--- src/rtl/pc.sv ---
`default_nettype none
// ============================================================================
// Module   : pc
// Purpose  : Loadable WIDTH-bit up-counter with one-cycle rollover pulse.
//            Priority at each rising edge: reset -> load -> increment -> hold.
//            The counter is a bank of per-bit flops, each with its own
//            next-state select.
// Config   : PC_WRAP_FLAG_EN - when defined, 'wrap' pulses for one cycle
//            after an increment rolls the counter from all-ones to zero.
//            When undefined, 'wrap' is tied to 0 and no wrap flop exists.
// Revision : 1.0 - initial release
// ============================================================================
module pc #(
    parameter int WIDTH = 16
) (
    input  logic             clk,
    input  logic             reset_n,
    input  logic [WIDTH-1:0] in,
    input  logic             load,
    input  logic             inc,
    output logic [WIDTH-1:0] out,
    output logic             wrap
);

    logic [WIDTH-1:0] count_q;
    logic [WIDTH-1:0] incr_val;

    // Incremented value, naturally modulo 2^WIDTH.
    assign incr_val = count_q + WIDTH'(1);

    for (genvar b = 0; b < WIDTH; b++) begin : g_bit
        logic bit_d;
        logic bit_q;

        // Per-bit next-state select: load wins over increment, else hold.
        always_comb begin
            bit_d = bit_q;
            if (load) begin
                bit_d = in[b];
            end else if (inc) begin
                bit_d = incr_val[b];
            end
        end

        // Per-bit state flop with synchronous active-low clear.
        always_ff @(posedge clk) begin
            if (!reset_n) begin
                bit_q <= 1'b0;
            end else begin
                bit_q <= bit_d;
            end
        end

        assign count_q[b] = bit_q;
    end

    assign out = count_q;

`ifdef PC_WRAP_FLAG_EN
    logic wrap_d;
    logic wrap_q;

    // Rollover occurs only on a real increment from all-ones; loads never wrap.
    always_comb begin
        wrap_d = 1'b0;
        if (!load && inc && (&count_q)) begin
            wrap_d = 1'b1;
        end
    end

    // Wrap flag flop, cleared by reset; re-evaluated every edge so it pulses.
    always_ff @(posedge clk) begin
        if (!reset_n) begin
            wrap_q <= 1'b0;
        end else begin
            wrap_q <= wrap_d;
        end
    end

    assign wrap = wrap_q;
`else
    assign wrap = 1'b0;
`endif

endmodule
`default_nettype wire
--- config.mk ---
export PLATFORM = sky130hd
export DESIGN_NAME = pc
export DESIGN_NICKNAME = d
export VERILOG_FILES = /design/src/rtl/pc.sv
export SDC_FILE = /design/constraint.sdc
export NUM_CORES = 1
export LEC_CHECK = 0
export ABC_AREA = 1
export BUFFER_PORTS_ARGS = -buffer_cell sky130_fd_sc_hd__buf_4
export CORE_MARGIN = 2
export CORE_UTILIZATION = 40
export DETAILED_ROUTE_END_ITERATION = 12
export PLACE_DENSITY = 0.68
export SYNTH_ARGS = -nofsm -noshare
export SYNTH_HDL_FRONTEND = slang
export SYNTH_SLANG_ARGS = --single-unit
--- constraint.sdc ---
create_clock -name clk -period 1.3 [get_ports clk]
set_input_delay 0.13 -clock clk [delete_from_list [all_inputs] [get_ports clk]]
set_output_delay 0.13 -clock clk [all_outputs]
set_load 0.005 [all_outputs]
==> impl_summary.log <==
INFO  metric result_of_the_run = completed
INFO  metric cp-startpoint = g_bit[1].bit_q$_SDFFE_PN0P_
INFO  metric die_y = 57.9 microns
INFO  metric flow.area_growth_from_synthesis = 24.5%
INFO  metric power_density = 743 nW/um^2
INFO  metric ys_async_sr_fraction = 0
INFO  metric cts_setup_buffers = 0
INFO  metric clkTransAtPathRegs = 90 ps
INFO  metric grt_antenna_before_repair = 0
INFO  metric synth-edff-count = 0
INFO  metric core_area = 2760 sq um
INFO  metric timing.critical_path.arrival = 1470 ps
INFO  metric path_max_fanout = 5
INFO  metric dp.final_hpwl = 2060 microns
INFO  metric synth_top_flop_cell = dfxtp_1
INFO  metric synth.ff_latch_count = 16
INFO  metric cts_max_path_buffers = 2
INFO  metric top_achievable_clock_speed = 0.797 GHz
INFO  metric max_flop_register = g_bit.bit_q
INFO  metric timing.critical_path.slowest_stage_cell = dfxtp_2
INFO  metric synthesis.instances = 167
INFO  metric multiInputGateArea = 674 sq um
INFO  metric tightest_slew = 532 ps
INFO  metric cp_num_buf_inv = 1
INFO  metric number_of_global_route_vias_before_repair = 1035
INFO  metric fill_cells = 277
INFO  metric seqCellArea = 330 sq um
INFO  metric pin_count_of_the_biggest_net_entering_global_routing = 17
INFO  metric crit_path_time_final = 1250 ps
INFO  metric ant_nets = 0
INFO  metric reg.largest.list = g_bit.bit_q x16
INFO  metric clockRootBuffer = clkbuf_4
INFO  metric grt_pass1_wl = 4610 microns
INFO  metric tritoncts = done
INFO  metric critPathMaxStageDelay = 370 ps
INFO  metric top_level_ports = 37
INFO  metric post-place-ws = 18.4 ps
INFO  metric post_layout_nonfiller_instances = 221
INFO  metric drt_pass1_iterations = 4
INFO  metric design.final.nets = 213
INFO  metric hold-worst-slack = 69.4 ps
INFO  metric regToRegStartpoint = g_bit[1].bit_q$_SDFFE_PN0P_
INFO  metric hold_crit_path_type = in2reg
INFO  metric post-route-period-util = 0.965
INFO  metric synth_top_area_share = 0.276
INFO  metric routed_via_count_divided_by_cell_count = 5.05
INFO  metric cell_type_with_the_largest_total_area_after_synthesis = dfxtp_1
INFO  metric horizontal_die_dimension = 57.9 microns
INFO  metric residual_drc_count = 0
INFO  metric worstSetupEndpointType = register
INFO  metric global_route.overflow_total = 0
INFO  metric clkLatencyLatePin = 290 ps
INFO  metric mappedNetlistNets = 188
INFO  metric path_class = reg2reg
INFO  metric hp-start = reset_n
INFO  metric leakage = 0.642 nW
INFO  metric avgSynthCellArea = 6.96 sq um
INFO  metric drv.max_cap_violation_count = 0
INFO  metric wl = 2810 microns
INFO  metric yosysUniqueCellTypes = 26
INFO  metric drt_iter0_drc = 32
INFO  metric setup-violations-final = 0
INFO  metric number_of_pins_with_negative_max_slew_slack_in_the_final_report = 0
INFO  metric worst_ep_required_time = 1520 ps
INFO  metric timing.critical_path.from_type = register
INFO  metric number_of_flip_flops_in_the_largest_register = 16
INFO  metric ys.warnings.count = 0
INFO  metric dieArea = 3350 sq um
INFO  metric setup_slack = 45.1 ps
INFO  metric placedCellCount = 218
INFO  metric drive_above_1_share = 0.400
INFO  metric route.vias.total = 1115
INFO  metric path_cells = buf_6 -> nand2_2 -> nor2_4 -> nand2_4 -> o21bai_1 -> nand3_1 -> a21oi_2
INFO  metric cts_buffers = 3
INFO  metric ys_seq_area_frac = 0.276
INFO  metric clock-sinks = 16
INFO  metric reg2reg_slack = 50 ps
INFO  metric netlist_top_cells_count = nand2_1, buf_4, dfxtp_1
INFO  metric fin_setup_tns = 0 ps
INFO  metric antenna-diode-count = 0
INFO  metric place_congestion = 0.827
INFO  metric wl_per_cell = 12.7 microns
INFO  metric clock_skew = 3.80 ps
INFO  metric synth.most_common_cell = nand2_1
INFO  metric path_delay_family = simple AND/OR/NAND/NOR gates
INFO  metric finalPower = 1.08 mW
INFO  metric grt.total_usage = 0.175
INFO  metric slew_headroom = 0.645
INFO  metric fp-row-count = 19
INFO  metric netlist_area = 1160 sq um
INFO  metric io_buffer_count = 35
INFO  metric vdd_ir_drop_max = 0.000408 V
INFO  metric synth_top_cells_by_area = dfxtp_1, buf_4, nand2_1, a22oi_1, nand3_1
INFO  metric timing.final.hold_violations = 0
INFO  metric htreeDepth = 1
INFO  metric initial_core_util = 0.422
-- worst register-to-register path, delay by kind of cell, from the launching register on --
family	cells	cell delay (ps)
simple gates	4	390
flops	1	370
compound gates	2	320
buf+inv	1	110
-- metrics by stage --
step	utilization	area, sq um
floorplan	-	1160
global placement	0.493	1360
detailed placement	0.493	1360
CTS	0.501	1380
global route	0.525	1450
finish	0.525	1450
-- final timing paths --
| check | to | cells after the start |
|---|---|---|
| worst max register to register | g_bit[9].bit_q$_SDFFE_PN0P_ | 7 |
| worst min register to register | g_bit[4].bit_q$_SDFFE_PN0P_ | 2 |
| worst max-delay path | g_bit[9].bit_q$_SDFFE_PN0P_ | 7 |
| worst min-delay path | g_bit[1].bit_q$_SDFFE_PN0P_ | 3 |
-- power breakdown --
group	leakage [nW]	internal, mW	switching [mW]
Combinational	0.493	0.137	0.113
Sequential	0.135	0.524	0.0402
Clock	0.0138	0.108	0.153
Total	0.642	0.768	0.307
-- logic make-up after synthesis --
| kind of cell | count (synthesis) | share of synthesized area |
|---|---|---|
| compound gates | 32 | 0.175 |
| xor+xnor | 7 | 0.0527 |
| fa+ha+maj | 1 | 0.0108 |
| buf+inv | 38 | 0.186 |
| flops | 16 | 0.276 |
| other cells | 1 | 0.00323 |
| simple gates | 72 | 0.296 |
-- what timing repair did --
| item | 4_1_cts | 5_1_grt |
|---|---|---|
| endpoints found under the setup margin | 2 | 11 |
| pin swaps | 0 | 6 |
| resized for setup | 1 | 20 |
| hold buffers | 0 | 0 |
-- per-layer routing --
metal  GRT usage  up-vias  wire, microns  share of wire
met5           0        -              0              0
met4      0.0731        0             43          0.015
met3      0.0313        5            110          0.039
met2       0.274       22           1360           0.49
met1       0.236      506           1290           0.46
li1            -      582              -              -
-- cells in the final DEF, fill, tap and decap left out, types with 2 or more instances in the layout --
cell	Yosys	layout
a21oi_1	12	9
a21oi_2	1	4
a22oi_1	11	11
buf_4	19	41
clkbuf_4	0	3
dfxtp_1	16	8
dfxtp_2	0	8
inv_1	14	13
inv_2	2	2
nand2_1	33	32
nand2_2	5	5
nand3_1	14	14
nand4_1	4	4
nor2_1	8	8
nor2_2	5	3
nor2_4	2	4
o21ai_0	3	3
o21bai_1	2	2
xnor2_1	3	3
xor2_1	4	4
-- cell type report --
| type | count | share of cell area |
|---|---|---|
| multi-input combinational | 113 | 0.466 |
| sequential | 16 | 0.228 |
| timing repair buffer | 42 | 0.220 |
| inverter | 16 | 0.0432 |
| tap | 31 | 0.0268 |
| clock buffer | 3 | 0.0156 |
Power figures use the tool's default switching activity.
